--- src/rtl/sweep_acq_pkg.sv ---
// Shared types for the Sweep-ACQ sequencer and its neighbours.
// Holds the FSM state enum, the header tag default and the DAC code type.
package sweep_acq_pkg;

  typedef enum logic [3:0] {
    IDLE,
    LOAD,
    WAIT_CFG,
    HDR0,
    HDR1,
    ACQ,
    DRAIN,
    NEXT,
    DONE
  } sweepState_t;

  typedef logic [9:0] dacCode_t;

  localparam logic [15:0] SWEEP_HDR_TAG = 16'h5354;

  function automatic int cntWidth(input int n);
    return (n > 1) ? $clog2(n) : 1;
  endfunction

endpackage

--- src/rtl/sweep_acq_pkt_counter.sv ---
// Word/package counter for one DAC step of the sweep.
// Ports: clr/inc control, maxPkg target, termCnt = this inc completes the step.
module sweep_acq_pkt_counter
  import sweep_acq_pkg::*;
#(
  parameter int PACKAGE_WORDS = 256
) (
  input  logic        Clk,
  input  logic        reset_n,
  input  logic        clr,
  input  logic        inc,
  input  logic [15:0] maxPkg,
  output logic        termCnt
);

  localparam int WW = cntWidth(PACKAGE_WORDS);

  logic [WW-1:0] wordCnt;
  logic [15:0]   pkgCnt;
  logic          wrap;

  assign wrap = (wordCnt == WW'(PACKAGE_WORDS - 1));

  // Fires on the word that closes the last package of the step.
  assign termCnt = inc && wrap &&
                   ((pkgCnt + 16'd1) == maxPkg);

  always_ff @(posedge Clk or negedge reset_n) begin
    if (!reset_n) begin
      wordCnt <= '0;
      pkgCnt  <= '0;
    end else if (clr) begin
      wordCnt <= '0;
      pkgCnt  <= '0;
    end else if (inc) begin
      if (wrap) begin
        wordCnt <= '0;
        pkgCnt  <= pkgCnt + 16'd1;
      end else begin
        wordCnt <= wordCnt + WW'(1);
      end
    end
  end

endmodule

--- src/rtl/sweep_acq_control.sv ---
// Sweep-ACQ sequencer: steps DAC0, loads slow control, acquires, tags data.
// Ports: sweep config in, SC load/config handshake, acq enable, data stream.
module sweep_acq_control
  import sweep_acq_pkg::*;
#(
  parameter int          PACKAGE_WORDS = 256,
  parameter int          DRAIN_CYCLES  = 64,
  parameter logic [15:0] HEADER_TAG    = SWEEP_HDR_TAG
) (
  input  logic        Clk,
  input  logic        reset_n,
  input  logic        SweepStart,
  input  logic [9:0]  StartDac,
  input  logic [9:0]  EndDac,
  input  logic [15:0] MaxPackageNumber,
  output logic [9:0]  OutDac0,
  output logic        LoadScParameter,
  input  logic        MicrorocConfigDone,
  output logic        AcqStartStop,
  input  logic [15:0] ParallelData,
  input  logic        ParallelData_en,
  input  logic        UsbDataFifoFull,
  output logic [15:0] SweepAcqData,
  output logic        SweepAcqData_en,
  output logic        Overflow,
  output logic        SweepTestDone,
  input  logic        DataTransmitDone
);

  localparam int DW = cntWidth(DRAIN_CYCLES);

  sweepState_t state;
  sweepState_t nextState;

  dacCode_t    dac;
  dacCode_t    endDac;
  logic [15:0] maxPkg;
  logic        down;
  logic        startQ;
  logic        startPulse;
  logic [DW-1:0] drainCnt;
  logic [15:0] dataQ;
  logic        dataEnQ;
  logic        ovfQ;

  logic abort;
  logic emitTag;
  logic emitDac;
  logic fwd;
  logic latchStart;
  logic stepDac;
  logic cntClr;
  logic cntInc;
  logic termCnt;

  sweep_acq_pkt_counter #(
    .PACKAGE_WORDS(PACKAGE_WORDS)
  ) uCnt (
    .Clk    (Clk),
    .reset_n(reset_n),
    .clr    (cntClr),
    .inc    (cntInc),
    .maxPkg (maxPkg),
    .termCnt(termCnt)
  );

  always_ff @(posedge Clk or negedge reset_n) begin
    if (!reset_n) state <= IDLE;
    else          state <= nextState;
  end

  // Header words are registered on the transition out of the
  // waiting state, so a word lands the cycle after its trigger.
  always_comb begin
    nextState  = state;
    emitTag    = 1'b0;
    emitDac    = 1'b0;
    fwd        = 1'b0;
    latchStart = 1'b0;
    stepDac    = 1'b0;
    cntClr     = 1'b0;
    cntInc     = 1'b0;
    abort      = !SweepStart &&
                 (state != IDLE) &&
                 (state != DONE);
    if (abort) begin
      nextState = IDLE;
      cntClr    = 1'b1;
    end else begin
      unique case (state)
        IDLE: begin
          cntClr = 1'b1;
          if (startPulse) begin
            latchStart = 1'b1;
            nextState  = LOAD;
          end
        end
        LOAD: nextState = WAIT_CFG;
        WAIT_CFG: begin
          if (MicrorocConfigDone) begin
            if (!UsbDataFifoFull) begin
              emitTag   = 1'b1;
              nextState = HDR1;
            end else begin
              nextState = HDR0;
            end
          end
        end
        HDR0: begin
          if (!UsbDataFifoFull) begin
            emitTag   = 1'b1;
            nextState = HDR1;
          end
        end
        HDR1: begin
          if (!UsbDataFifoFull) begin
            emitDac   = 1'b1;
            nextState = (maxPkg == 16'd0) ? NEXT : ACQ;
          end
        end
        ACQ: begin
          fwd    = 1'b1;
          cntInc = ParallelData_en;
          if (termCnt) nextState = DRAIN;
        end
        DRAIN: begin
          fwd = 1'b1;
          if (drainCnt == DW'(DRAIN_CYCLES - 1))
            nextState = NEXT;
        end
        NEXT: begin
          cntClr = 1'b1;
          if (dac == endDac) begin
            nextState = DONE;
          end else begin
            stepDac   = 1'b1;
            nextState = LOAD;
          end
        end
        DONE: begin
          if (DataTransmitDone) nextState = IDLE;
        end
        default: nextState = IDLE;
      endcase
    end
  end

  always_ff @(posedge Clk or negedge reset_n) begin
    if (!reset_n) begin
      dac        <= '0;
      endDac     <= '0;
      maxPkg     <= '0;
      down       <= 1'b0;
      startQ     <= 1'b0;
      startPulse <= 1'b0;
      drainCnt   <= '0;
      dataQ      <= '0;
      dataEnQ    <= 1'b0;
      ovfQ       <= 1'b0;
    end else begin
      startQ     <= SweepStart;
      startPulse <= SweepStart & ~startQ;
      dataEnQ    <= 1'b0;
      if (state == DRAIN) drainCnt <= drainCnt + DW'(1);
      else                drainCnt <= '0;
      if (latchStart) begin
        dac    <= StartDac;
        endDac <= EndDac;
        maxPkg <= MaxPackageNumber;
        down   <= (StartDac > EndDac);
        ovfQ   <= 1'b0;
      end
      // NEXT only steps when dac != endDac, so no wrap is possible.
      if (stepDac) begin
        if (down) dac <= dac - 10'd1;
        else      dac <= dac + 10'd1;
      end
      if (emitTag) begin
        dataQ   <= HEADER_TAG;
        dataEnQ <= 1'b1;
      end else if (emitDac) begin
        dataQ   <= {6'b0, dac};
        dataEnQ <= 1'b1;
      end else if (fwd && ParallelData_en) begin
        if (UsbDataFifoFull) begin
          ovfQ <= 1'b1;
        end else begin
          dataQ   <= ParallelData;
          dataEnQ <= 1'b1;
        end
      end
    end
  end

  assign OutDac0         = dac;
  assign LoadScParameter = (state == LOAD);
  assign AcqStartStop    = (state == ACQ);
  assign SweepTestDone   = (state == DONE);
  assign SweepAcqData    = dataQ;
  assign SweepAcqData_en = dataEnQ;
  assign Overflow        = ovfQ;

endmodule

--- config.mk ---
export PLATFORM = sky130hd
export DESIGN_NAME = sweep_acq_control
export DESIGN_NICKNAME = d
export VERILOG_FILES = /design/src/rtl/sweep_acq_pkg.sv /design/src/rtl/sweep_acq_pkt_counter.sv /design/src/rtl/sweep_acq_control.sv
export SDC_FILE = /design/constraint.sdc
export NUM_CORES = 1
export LEC_CHECK = 0
export ABC_CLOCK_PERIOD_IN_PS = 4000
export BUFFER_PORTS_ARGS = -buffer_cell sky130_fd_sc_hd__buf_2
export CAP_MARGIN = 20
export CORE_UTILIZATION = 61
export DETAILED_ROUTE_END_ITERATION = 6
export PLACE_DENSITY = 0.87
export SYNTH_ARGS = -nofsm -noshare
export SYNTH_HDL_FRONTEND = slang
export SYNTH_SLANG_ARGS = --single-unit
--- constraint.sdc ---
create_clock -name Clk -period 4 [get_ports Clk]
set_clock_uncertainty 0.1 [all_clocks]
set_input_delay 0.8 -clock Clk [delete_from_list [all_inputs] [get_ports Clk]]
set_output_delay 0.8 -clock Clk [all_outputs]
set_load 0.02 [all_outputs]
Word-level counts from Yosys, hierarchy flattened
Index checks and enable logic that the tools add are counted.
{"block": "word_totals", "reg_bits": 91, "input_bits": 59, "out_inout_bits": 31, "word_cells": 112}
{"block": "op_classes", "n_addsub": 5, "magnitude_cmp": 1, "eq_ne": 21, "n_mux": 52, "bitwise": 2, "n_reduce_logical": 18}
{"operator": "16-bit 2-to-1 mux", "n": 7}
{"operator": "4-bit 2-to-1 mux", "n": 9}
{"operator": "4-bit one-hot mux with 9 select lines", "n": 1}
{"operator": "10-bit 2-to-1 mux", "n": 3}
{"operator": "1-bit 2-to-1 mux", "n": 25}
{"operator": "8-bit 2-to-1 mux", "n": 3}
{"operator": "16-bit by 1-bit adder with 16-bit output, second input constant", "n": 1}
{"operator": "16-bit == test", "n": 1}
{"operator": "4-bit by 3-bit == test with 1-bit output, second input constant", "n": 4}
{"operator": "16-bit zero test", "n": 1}
{"operator": "3-bit != test, second input constant", "n": 5}
{"operator": "10-bit by 1-bit adder with 10-bit output, second input constant", "n": 1}
{"operator": "10-bit == test", "n": 1}
{"operator": "10-bit > comparator", "n": 1}
{"operator": "10-bit by 1-bit subtractor with 10-bit output, second input constant", "n": 1}
{"operator": "3-bit by 1-bit != test with 1-bit output, second input constant", "n": 3}
{"operator": "8-bit by 1-bit adder with 8-bit output, second input constant", "n": 1}
{"operator": "4-bit by 2-bit == test with 1-bit output, second input constant", "n": 2}
{"operator": "8-bit == test, second input constant", "n": 1}
{"operator": "7-bit AND reduction", "n": 1}
{"operator": "6-bit by 1-bit adder with 6-bit output, second input constant", "n": 1}
{"operator": "6-bit == test, second input constant", "n": 1}
{"operator": "6-bit 2-to-1 mux", "n": 1}
{"operator": "2-bit nonzero test", "n": 3}
{"operator": "other kinds (15)", "n": 21}

Logic depth before layout (Yosys ltp)
Gate-level depths: netlist of the first run.
{"block": "logic_depth", "depth_word": 9, "ltp_mapped": 10, "mapped_depth_nobuf": 9}

Cells and area by module
Synthesis of the first run repeated with hierarchy kept, for this count alone.
{"block": "unflattened", "cells_unflattened": 598, "hier_area_um2": 5467.7}
{"mod": "sweep_acq_control", "n_inst": 1, "cells_per_inst": 412, "area_per_inst_um2": 3827.4, "seq_area_each_um2": 1676.6}
{"mod": "sweep_acq_pkt_counter", "n_inst": 1, "cells_per_inst": 186, "area_per_inst_um2": 1640.3, "seq_area_each_um2": 600.6}

Worst setup path before layout of the first run
Ideal clock, no wire load.
{"block": "synth_path", "path_type": "input port to flip-flop", "start": "input port ParallelData_en", "end": "register state[0]", "setup_ns": 0.124, "arrival_ns": 2.203, "required_ns": 3.776, "setup_slack_ns": 1.573, "cell_stages": 7, "path_buffers": 0, "path_cell_list": "nand4b_4 nor4_4 o2111ai_1 a311o_1 nor4_1 a21oi_1 a211o_1"}
{"block": "synth_between", "elab_chain_len": 6}
{"element": "start, declared", "line_no": "sweep_acq_control.sv:21", "source": "input logic ParallelData_en,"}
{"element": "1-bit 2-to-1 mux", "line_no": "sweep_acq_control.sv:90", "source": "unique case (state)"}
{"element": "1-bit 2-to-1 mux", "line_no": "sweep_acq_control.sv:86", "source": "if (abort) begin"}
{"element": "1-bit logical AND (2 in a row)", "line_no": "sweep_acq_pkt_counter.sv:25", "source": "assign termCnt = inc && wrap &&"}
{"element": "3-bit by 1-bit != test with 1-bit output (no line)"}
{"element": "7-bit AND reduction (no line)"}
{"element": "end signal, assigned", "line_no": "sweep_acq_control.sv:69", "source": "else state <= nextState;"}
{"element": "end, declared", "line_no": "sweep_acq_control.sv:32", "source": "sweepState_t state;"}
Every way passes these cells.
A chain may end at the register's enable or synchronous reset.

Worst setup path in the final report of the first run
{"block": "layout_path", "start": "register state[2]", "end": "register dataQ[4], in the netlist SweepAcqData[4]"}
{"block": "layout_between", "elab_chain_len": 7, "elab_cells_between_ends": 22, "classes_between": "eq/ne (7); mux (8); reduce/logical (7)"}
{"element": "4-bit by 3-bit == test with 1-bit output or 4-bit nonzero test (tied branches)", "line_no": "sweep_acq_control.sv:90, sweep_acq_control.sv:84"}
{"element": "2-bit OR reduction (no line) or 1-bit logical AND (tied branches)"}
{"element": "1-bit 2-to-1 mux or 1-bit logical AND (tied branches)", "line_no": "sweep_acq_control.sv:90, sweep_acq_control.sv:84"}
{"element": "1-bit 2-to-1 mux", "line_no": "sweep_acq_control.sv:86"}
{"element": "1-bit logical AND", "line_no": "sweep_acq_control.sv:184", "source": "end else if (fwd && ParallelData_en) begin"}
{"element": "3-bit nonzero test (no line)"}
{"element": "2-bit AND reduction (no line)"}
{"element": "end signal, assigned", "line_no": "sweep_acq_control.sv:182", "source": "dataQ <= {6'b0, dac};"}
{"element": "end signal, assigned", "line_no": "sweep_acq_control.sv:188", "source": "dataQ <= ParallelData;"}
{"element": "end, declared", "line_no": "sweep_acq_control.sv:42", "source": "logic [15:0] dataQ;"}
Several ways; a longest one is shown, not always the timed one.

==> results.py, run 1 <==
metrics = {
    "status": {
        "status": "finished, violations left",
        "violations": "design-rule violations",
    },
    "logic_synthesis": {
        "avgSynthCellArea_um2": 8.538,
        "seq_area_frac_synth_pct": 40.53,
        "synthXorXnorAreaFrac_pct": 6.860,
        "synth_compound_area_share_pct": 16.68,
        "synth_cells": 658,
        "ys.flop_type": "dfrtp_1",
        "ys_warn_count": 0,
        "syn_nets": 739,
        "synth_edf_count": 0,
        "synth_top_cells_by_area": "dfrtp_1 41%, nand2_1 8.0%, ha_1 4.7%",
        "yosys.area_share.simple_pct": 24.68,
        "synth.area.mux_share_pct": 1.091,
        "synth_top_area_share_pct": 40.53,
        "ys_seq_elements": 91,
        "synthAdderAreaFrac_pct": 5.033,
        "synth_common_cells": "120 x nand2_1, 91 x dfrtp_1, 51 x o21ai_0",
        "yosysUniqueCellTypes": 67,
        "synth_top_family_by_area": "simple AND/OR/NAND/NOR gates",
        "synth_area_leader_cell": "dfrtp_1",
        "synth_most_common_cell": "nand2_1",
        "synth-async-reset-ratio_pct": 100.0,
        "synth_area_mm2": 0.005618,
    },
    "placed_design": {
        "dp.final_hpwl_um": 10200,
        "gp_congestion": 0.8945,
        "portBuffers": 89,
        "dp_cells": 826,
    },
    "floorplan": {
        "die_w_um": 97.97,
        "die-area_mm2": 0.009597,
        "die-height_um": 97.97,
        "rows": 34,
        "pin_count": 90,
        "core_mm2": 0.008806,
        "initial_core_util_pct": 63.80,
    },
    "routing": {
        "wl_per_cell_um": 16.83,
        "finalWirelength_um": 14170,
        "ant_nets": 0,
        "drt_iter0_markers": 375,
        "vias": 5224,
        "vias_per_cell": 6.204,
        "first_pass_iters": 7,
        "drcViolationCount": 5,
    },
    "worst_setup_path": {
        "path_depth": 7,
        "crit_slowest_cell": "dfrtp_1",
        "arrival_ps": 3160,
        "critPathKind": "register to register",
        "critical_path_buf_inv_count": 0,
        "max_stage_delay_ps": 630,
        "cpLargestDelayFamily": "simple AND/OR/NAND/NOR gates",
        "cp_max_fo": 33,
        "start_kind": "register",
        "worstPathCellList": "and2b_1, nand2_1, or4_4, and2_4, a21oi_4, nor2_1, a41oi_1",
        "required_ps": 4180,
        "worstSetupEndpointType": "register",
        "reg2reg_depth": 7,
    },
    "clock_tree": {
        "insertion_delay_ps": 370,
        "cts_tree": "yes",
        "clock_sinks": 91,
        "cts_root_buf": "clkbuf_8",
        "htreeDepth": 3,
        "cts_setup_buffers": 0,
        "hold_buffers": 0,
        "clk_path_buf_depth": 2,
        "cts_resized": 0,
        "clkTransAtPathRegs_ps": 90,
        "numCtsBuffers": 9,
    },
    "flow_run": {
        "maxCapViolCount": 0,
    },
    "grt": {
        "met3_usage_pct": 5.583,
        "grt_first_pass_wirelength_um": 23560,
        "gr-total-overflow": 0,
        "grt_max_degree": 78,
        "grt_use_met2_pct": 51.79,
        "grt_util_all_layers_pct": 30.53,
        "grtUsageMet1_pct": 39.05,
        "busiest_layer": "met2",
        "antenna_found_initial": 0,
        "grt_pass1_vias": 5018,
    },
    "power": {
        "irDropWorstVdd_uv": 365.0,
        "p_leak_nw": 2.903,
        "p_per_area_mw_per_mm2": 663.8,
        "power.total_mw": 4.193,
    },
    "timing": {
        "setup_viol": 0,
        "tightest_slew_ps": 962.5,
        "fmaxAchievable_mhz": 334.6,
        "fin_crit_ps": 2988,
        "max_slew_margin_pct": 35.84,
        "fin_crit_sh_pct": 74.71,
        "finalSetupTns_ps": 0,
        "holdWs_ps": 303.3,
        "grt_setup_unrepaired": "false",
        "hold_viol": 0,
        "report.final.slew_viol_count": 0,
    },
    "cells_and_area": {
        "fin_util_pct": 71.72,
        "stdcell_count": 842,
        "drive_gt1_share_pct": 16.89,
        "diodes": 0,
        "syn_to_final_growth_pct": 12.43,
        "nets": 810,
    },
    "hold_path": {
        "min_path_cells": 1,
        "hold_class": "register to register",
    },
}
-- metal layers --
metal  part of all wire [%]  wire length [µm]
met5                      0                 0
met3                    7.6              1074
met4                    2.7               380
met1                     41              5757
met2                     49              6959
-- flip-flops by register name, summed over array words and instances, names as in the netlist, 4 cells and up --
signal	flops
state	4
uCnt.pkgCnt	16
OutDac0	10
SweepAcqData	16
maxPkg	16
drainCnt	6
uCnt.wordCnt	8
endDac	10
-- placed cells by master (no fill, tap or decap), types with 4 or more instances in the layout --
cell / n
o41ai_1: 4
clkbuf_8: 9
o31ai_1: 7
nand2_1: 120
and3_1: 8
a211oi_1: 4
o21ai_1: 4
xnor2_1: 24
buf_4: 7
a21oi_1: 22
o21a_1: 5
xor2_1: 20
nor2b_1: 7
nand2b_1: 6
inv_1: 30
ha_1: 21
or3_1: 7
o21ai_0: 51
buf_2: 88
nor4_1: 15
nand4_1: 15
nor2_1: 47
a31oi_1: 11
dfrtp_1: 91
nor3_1: 10
mux2i_1: 5
nand3_1: 30
a41oi_1: 7
o211ai_1: 4
-- worst reg2reg max path, delay by kind of cell, from the launching register on --
kind | cells | cell delay (ps)
simple gates | 5 | 1320
compound gates | 2 | 840
flops | 1 | 630
-- cell type report --
class	instances	area, µm²
multi-input cells	502	3053
fillers	665	2490
repair buffers	95	493.0
inverters	30	112.6
flip-flops and latches	91	2277
clock inverters	7	121.4
clock buffers	9	123.9
well taps	108	135.1
-- power breakdown --
group,leakage [nW],switching (mW),internal (mW)
Clock,0.124,0.358,0.420
Combinational,1.62,1.08,0.752
Sequential,1.16,0.375,1.21
Total,2.90,1.81,2.38
-- logic make-up after synthesis --
logic type      Yosys count
xor+xnor                 44
simple gates            284
mux                       6
buf+inv                  65
flops                    91
fa+ha+maj                22
compound gates          146
-- stage by stage --
stage / area [µm²] / setup slack [ps]
finish: 6316 / 1012
global route: 6316 / 793.0
CTS: 6316 / 1041
detailed placement: 6071 / 884.7
global placement: 6071 / 1050
floorplan: 5618 / 1573
-- worst paths after layout --
path,endpoint,slack [ps],from
max,SweepAcqData[4],1010,state[2]
min,startPulse,300,startQ
max reg2reg,SweepAcqData[4],1010,state[2]
min reg2reg,startPulse,300,startQ
max in group asynchronous,endDac[8],2520,reset_n
min in group asynchronous,maxPkg[7],480,reset_n
No activity file was read; power rests on OpenSTA's default activity.
==> run 2: changes to the inputs <==
--- a/config.mk
+++ b/config.mk
@@ -5,12 +5,12 @@
 export SDC_FILE = /design/constraint.sdc
 export NUM_CORES = 1
 export LEC_CHECK = 0
-export ABC_CLOCK_PERIOD_IN_PS = 4000
+export ABC_CLOCK_PERIOD_IN_PS = 2400
 export BUFFER_PORTS_ARGS = -buffer_cell sky130_fd_sc_hd__buf_2
 export CAP_MARGIN = 20
-export CORE_UTILIZATION = 61
+export CORE_UTILIZATION = 52
 export DETAILED_ROUTE_END_ITERATION = 6
-export PLACE_DENSITY = 0.87
+export PLACE_DENSITY = 0.79
 export SYNTH_ARGS = -nofsm -noshare
 export SYNTH_HDL_FRONTEND = slang
 export SYNTH_SLANG_ARGS = --single-unit
==> constraint.sdc (replaced) <==
create_clock -name Clk -period 2.4 [get_ports Clk]
set_clock_uncertainty 0.1 [all_clocks]
set_input_delay 0.48 -clock Clk [delete_from_list [all_inputs] [get_ports Clk]]
set_output_delay 0.48 -clock Clk [all_outputs]
set_load 0.02 [all_outputs]
==> run 2 against run 1 <==
  * The flow now finishes without violations
  * Clock power rose by 53%
  * Sequential share of layout area down 3.0 points
  * Final area up 9.4%
  * Combinational power increased by 95%
  * Setup slack got worse by 950 ps
  * Critical endpoint is now state[0]
  * Flip-flop and latch count stayed put
  * Count of clock-buffer cells in the layout increased by 2
  * Critical path depth did not move
  * Fmax grew 28%
  * Wire length is 8.3% higher
  * Core utilization fell by 5.4 points
  * Register-to-register slack worse by 950 ps
==> results.py, run 2 (same netlist as run 1, synthesis figures left out) <==
metrics = {
    "worst_setup_path": {
        "start_kind": "register",
        "critical_path_buf_inv_count": 0,
        "required_ps": 2570,
        "cp_max_fo": 8,
        "max_stage_delay_ps": 480,
        "worstSetupEndpointType": "register",
        "arrival_ps": 2500,
        "crit_slowest_cell": "dfrtp_1",
        "cpLargestDelayFamily": "simple AND/OR/NAND/NOR gates",
        "worstPathCellList": "xnor2_1, a32oi_1, nor4_1, nand4_1, nor4_2, a21oi_2, a211o_1",
        "critPathKind": "register to register",
    },
    "clock_tree": {
        "cts_root_buf": "clkbuf_8",
        "cts_tree": "yes",
        "htreeDepth": 3,
        "clk_path_buf_depth": 2,
        "clock_sinks": 91,
        "numCtsBuffers": 9,
        "insertion_delay_ps": 390,
        "clkTransAtPathRegs_ps": 90,
    },
    "hold_path": {
        "hold_class": "input port to register",
    },
    "timing": {
        "hold_viol": 0,
        "fin_crit_ps": 2334,
        "tightest_slew_ps": 553.4,
        "fmaxAchievable_mhz": 428.4,
        "layout_setup_ws_ps": 65.87,
        "fin_crit_sh_pct": 97.26,
        "setup_viol": 0,
        "grt_setup_unrepaired": "true",
        "max_slew_margin_pct": 63.11,
        "report.final.slew_viol_count": 0,
    },
    "power": {
        "irDropWorstVdd_uv": 903.3,
        "power.switching_mw": 3.112,
        "p_seq_share_pct": 34.6,
        "p_per_area_mw_per_mm2": 1053,
        "switching_share_pct": 42.78,
        "internal_power_mw": 4.163,
        "clkPwrFrac_pct": 16.4,
        "combPwrFrac_pct": 49.0,
        "p_leak_nw": 3.209,
    },
    "routing": {
        "vias": 5372,
        "wl_per_cell_um": 16.59,
        "first_pass_iters": 5,
        "drt_iter0_markers": 479,
        "finalWirelength_um": 15350,
        "vias_per_cell": 5.808,
        "drcViolationCount": 0,
        "ant_nets": 0,
    },
    "cells_and_area": {
        "nets": 866,
        "final_cell_mix": "119 x nand2_1, 88 x buf_2, 86 x dfrtp_1",
        "diodes": 0,
        "stdcell_count": 925,
        "drive_gt1_share_pct": 24.97,
        "layout_commonest_cell": "nand2_1",
        "syn_to_final_growth_pct": 22.98,
        "fin_util_pct": 66.33,
    },
    "placed_design": {
        "dp.final_hpwl_um": 11610,
        "dp_cells": 905,
        "portBuffers": 89,
        "gp_congestion": 0.9592,
        "dp_slack_ps": 5.046,
    },
    "grt": {
        "grt_pass1_vias": 5246,
        "grt_first_pass_wirelength_um": 24980,
        "antenna_found_initial": 0,
        "gr-total-overflow": 0,
        "grt_util_all_layers_pct": 28.41,
        "grt_max_degree": 38,
    },
    "floorplan": {
        "die-height_um": 105.9,
        "rows": 37,
        "pin_count": 90,
        "core_mm2": 0.01042,
        "die_w_um": 105.9,
        "initial_core_util_pct": 53.93,
        "die-area_mm2": 0.01122,
    },
    "flow_run": {
        "maxCapViolCount": 0,
    },
    "status": {
        "status": "finished clean",
    },
}
run 2: changes by cell type in the layout (fill, tap and decap cells not counted), sizes merged:
| cell | before | now |
|---|---|---|
| buf | 95 | 149 |
| bufinv | 3 | 2 |
| clkbuf | 9 | 12 |
| dlygate4sd3 | 0 | 1 |
| inv | 32 | 30 |
run 2: timing repair:
action / CTS / global route
pin swaps: 0 / 12
hold endpoints to repair: 35 / 0
resized for setup: 1 / 31
hold buffers: 1 / 0
gates cloned: 0 / 0
endpoints found under the setup margin: 1 / 6
setup buffers: 0 / 4
run 2: layout make-up:
| class | count | area (µm²) |
|---|---|---|
| fillers | 851 | 3507 |
| multi-input cells | 502 | 3159 |
| flip-flops and latches | 91 | 2283 |
| repair buffers | 151 | 958.4 |
| well taps | 136 | 170.2 |
| clock buffers | 11 | 151.4 |
| inverters | 30 | 112.6 |
| clock inverters | 4 | 73.82 |
run 2: worst register-to-register path, cell delays in order (launching register included):
cell	delay, ps
dfrtp_1	480
xnor2_1	350
a32oi_1	100
nor4_1	460
nand4_1	210
nor4_2	200
a21oi_2	90
a211o_1	230
run 2: path summary, 6_finish.rpt:
check                      depth (start not counted)            startpoint         endpoint  slack, ps
min                                                3  MaxPackageNumber[12]       maxPkg[12]        180
max reg2reg                                        7        uCnt.pkgCnt[9]         state[0]         70
min reg2reg                                        1                startQ       startPulse        340
max in group asynchronous                          3               reset_n      drainCnt[1]       1020
min in group asynchronous                          2               reset_n  uCnt.pkgCnt[12]        490
max                                                7        uCnt.pkgCnt[9]         state[0]         70
run 2: power by group through the flow:
stage / combinational, mW / clock [mW] / sequential, mW
global route: 3.93 / 1.27 / 2.57
global placement: 3.29 / 0 / 2.51
floorplan: 2.01 / 0 / 2.71
detailed placement: 3.40 / 0 / 2.53
CTS: 3.41 / 1.21 / 2.51
finish: 3.56 / 1.19 / 2.52
run 2: metrics by stage:
stage	setup TNS, ps	hold WS [ps]	total power, mW	area, µm²
after CTS	0	162.6	7.131	6764
after detailed placement	0	333.5	5.928	6526
after global placement	-13.92	284.6	5.805	6526
final	0	175.5	7.275	6909
after floorplan	0	84.41	4.723	5618
after global routing	-83.18	177.7	7.773	6909
run 2: routing by layer:
metal  vias up  global-route usage [%]  share of wire (%)
met2       191                   46.36                 48
met3        45                   5.395                4.8
met1      2558                   36.49                 43
li1       2578                       -                  -
met5         -                       0                  0
met4         0                   13.39                3.8
==> run 3: changes to the inputs <==
--- a/config.mk
+++ b/config.mk
@@ -13,4 +13,5 @@
 export PLACE_DENSITY = 0.79
 export SYNTH_ARGS = -nofsm -noshare
 export SYNTH_HDL_FRONTEND = slang
+export SYNTH_HIERARCHICAL = 1
 export SYNTH_SLANG_ARGS = --single-unit
==> run 3 against run 2 <==
  * The flow now finishes with violations (negative setup slack)
  * Largest cell class unchanged
  * Global-route usage down 0.26 points
  * Critical path depth up 6
  * Critical endpoint unchanged
  * Setup slack worse by 490 ps
  * Count of clock-buffer cells in the layout up 2
  * Non-clock buffer count up 26
==> results.py, run 3 <==
metrics = {
    "clock_tree": {
        "numCtsBuffers": 9,
        "cts_root_buf": "clkbuf_8",
        "insertion_delay_ps": 350,
        "hold_buffers": 0,
        "clk_path_buf_depth": 2,
        "clock_sinks": 91,
        "cts_tree": "yes",
        "htreeDepth": 3,
        "clkTransAtPathRegs_ps": 80,
    },
    "timing": {
        "fin_crit_ps": 2820,
        "fmaxAchievable_mhz": 354.6,
        "grt_setup_unrepaired": "true",
        "report.final.slew_viol_count": 0,
        "tightest_slew_ps": 557.4,
        "hold_viol": 0,
        "max_slew_margin_pct": 62.84,
        "fin_crit_sh_pct": 117.5,
        "layout_setup_ws_ps": -419.8,
        "setup_viol": 2,
    },
    "routing": {
        "first_pass_iters": 5,
        "drcViolationCount": 0,
        "drt_iter0_markers": 427,
        "finalWirelength_um": 14760,
        "vias": 5162,
        "wl_per_cell_um": 16.42,
        "ant_nets": 0,
        "vias_per_cell": 5.742,
    },
    "cells_and_area": {
        "stdcell_count": 899,
        "fin_area_mm2": 0.006969,
        "nets": 838,
        "layout_commonest_cell": "dfrtp_1",
        "final_cell_mix": "89 x dfrtp_1, 88 x nand2_1, 88 x buf_2",
        "drive_gt1_share_pct": 29.66,
        "syn_to_final_growth_pct": 27.46,
        "nFillCells": 835,
        "fin_util_pct": 67.81,
    },
    "worst_setup_path": {
        "reg2reg_depth": 13,
        "r2r-end": "state[0]",
        "ff2ff_setup_slack_ps": -420,
        "start_kind": "register",
        "required_ps": 2540,
        "critPathKind": "register to register",
        "crit_start": "state[2]",
        "arrival_ps": 2960,
        "r2r-start": "state[2]",
        "cp_max_fo": 2,
        "worstSetupEndpointType": "register",
    },
    "logic_synthesis": {
        "ys.flop_type": "dfrtp_1",
        "syn_nets": 679,
        "avgSynthCellArea_um2": 9.143,
        "ys_warn_count": 6,
        "synth-async-reset-ratio_pct": 100.0,
        "synth_top_cells_by_area": "dfrtp_1 42%, nand2_1 6.0%, xor2_1 5.9%",
        "synth_edf_count": 0,
        "synth_top_area_share_pct": 41.65,
        "synth_cells": 598,
        "seq_area_frac_synth_pct": 41.65,
        "ys_seq_elements": 91,
        "yosysUniqueCellTypes": 66,
        "synth_common_cells": "91 x dfrtp_1, 88 x nand2_1, 46 x nor2_1",
        "synth_most_common_cell": "dfrtp_1",
        "synth_area_mm2": 0.005468,
        "synth_area_leader_cell": "dfrtp_1",
    },
    "hold_path": {
        "hold_class": "input port to asynchronous set/reset pin",
    },
    "placed_design": {
        "gp_congestion": 0.9784,
        "dp.final_hpwl_um": 11120,
        "dp_cells": 879,
        "dp_slack_ps": -432.7,
        "portBuffers": 89,
        "dpl_cell_area_mm2": 0.006656,
    },
    "power": {
        "p_per_area_mw_per_mm2": 1069,
        "p_leak_nw": 3.325,
        "irDropWorstVdd_uv": 1059,
    },
    "grt": {
        "gr-total-overflow": 0,
        "grt_max_degree": 42,
        "grt_first_pass_wirelength_um": 24670,
        "antenna_found_initial": 1,
        "grt_util_all_layers_pct": 28.16,
        "grt_pass1_vias": 5127,
    },
    "floorplan": {
        "die_w_um": 104.5,
        "die-height_um": 104.5,
        "core_mm2": 0.01028,
        "rows": 37,
        "die-area_mm2": 0.01093,
        "pin_count": 90,
        "initial_core_util_pct": 53.20,
    },
    "flow_run": {
        "maxCapViolCount": 0,
    },
    "status": {
        "violations": "negative setup slack",
        "status": "finished, violations left",
    },
}
[run 3: cell count changes after synthesis, moves of 8 or more]
cell / previous run / this run
xor2_1: 20 / 37
nand3_1: 30 / 16
o21ai_0: 51 / 40
mux2i_1: 5 / 15
a31oi_1: 11 / 3
nand2_1: 120 / 88
clkbuf_1: 21 / 13
inv_1: 30 / 20
[run 3: metal layers]
metal	track usage (%)	part of all wire [%]
met2	46.31	48
met4	8.469	1.3
met3	3.182	5.8
met1	39.17	45
met5	0	0
[run 3: cell type report]
type	count	area, µm²	area share, %
sequential	91	2280	32.71
tap	136	170.2	2.442
multi-input combinational	458	3068	44.02
clock buffer	13	158.9	2.280
timing repair buffer	177	1146	16.45
clock inverter	3	68.82	0.9874
inverter	20	75.07	1.077
antenna	1	2.502	0.03591
[run 3: metrics by stage]
step	TNS (ps)	power, mW	hold WS (ps)
after floorplan	-885.2	4.637	84.41
after global placement	-634.6	5.903	285.4
after detailed placement	-818.7	6.076	295.0
after CTS	-743.5	7.319	18.45
after global routing	-1381	7.946	37.21
final	-792.3	7.454	6.037
[run 3: cell families (layout without fill, tap and decap cells)]
| family | after synthesis | in the layout | synth area share, % |
|---|---|---|---|
| adders and majority gates | 22 | 22 | 5.172 |
| muxes | 18 | 18 | 3.364 |
| DFF | 91 | 91 | 41.65 |
| and+or+nand+nor | 241 | 241 | 21.97 |
| AOI/OAI and AO/OA | 123 | 123 | 14.94 |
| xor gates and xnor gates | 54 | 54 | 8.650 |
| other | 0 | 1 | 0 |
| buffers and inverters | 49 | 213 | 4.256 |
[run 3: worst max-delay path by stage]
| stage | to | slack (ps) | cells past startpoint |
|---|---|---|---|
| 3_5_place_dp | state[0] | -430 | 13 |
| 3_3_place_gp | state[0] | -360 | 13 |
| 5_1_grt | state[0] | -600 | 13 |
| 4_1_cts | state[0] | -390 | 13 |
| 2_1_floorplan | state[0] | -540 | 15 |
| 6_report | state[0] | -420 | 13 |
[run 3: critical path, stage by stage (launching register included)]
cell       delay (ps)
dfrtp_1           430
nor3_4            210
or2_4             150
and3_4            170
and3_4            190
nand3_2            90
nor3_2            120
o2111ai_1         130
nor4_2            150
and3b_1           200
o21ai_1           110
a31oi_1           100
o21ai_1           190
mux2_2            360
[run 3: what timing repair did]
action	4_1_cts	5_1_grt
pin swaps	1	3
resized for setup	3	10
buffers inserted	2	1
setup endpoints to repair	2	18
[run 3: report_power, final]
group	internal, mW	switching (mW)	leakage [nW]
clock	0.649	0.530	0.114
combinational	1.71	2.17	2.05
sequential	1.97	0.419	1.16
total	4.33	3.12	3.33
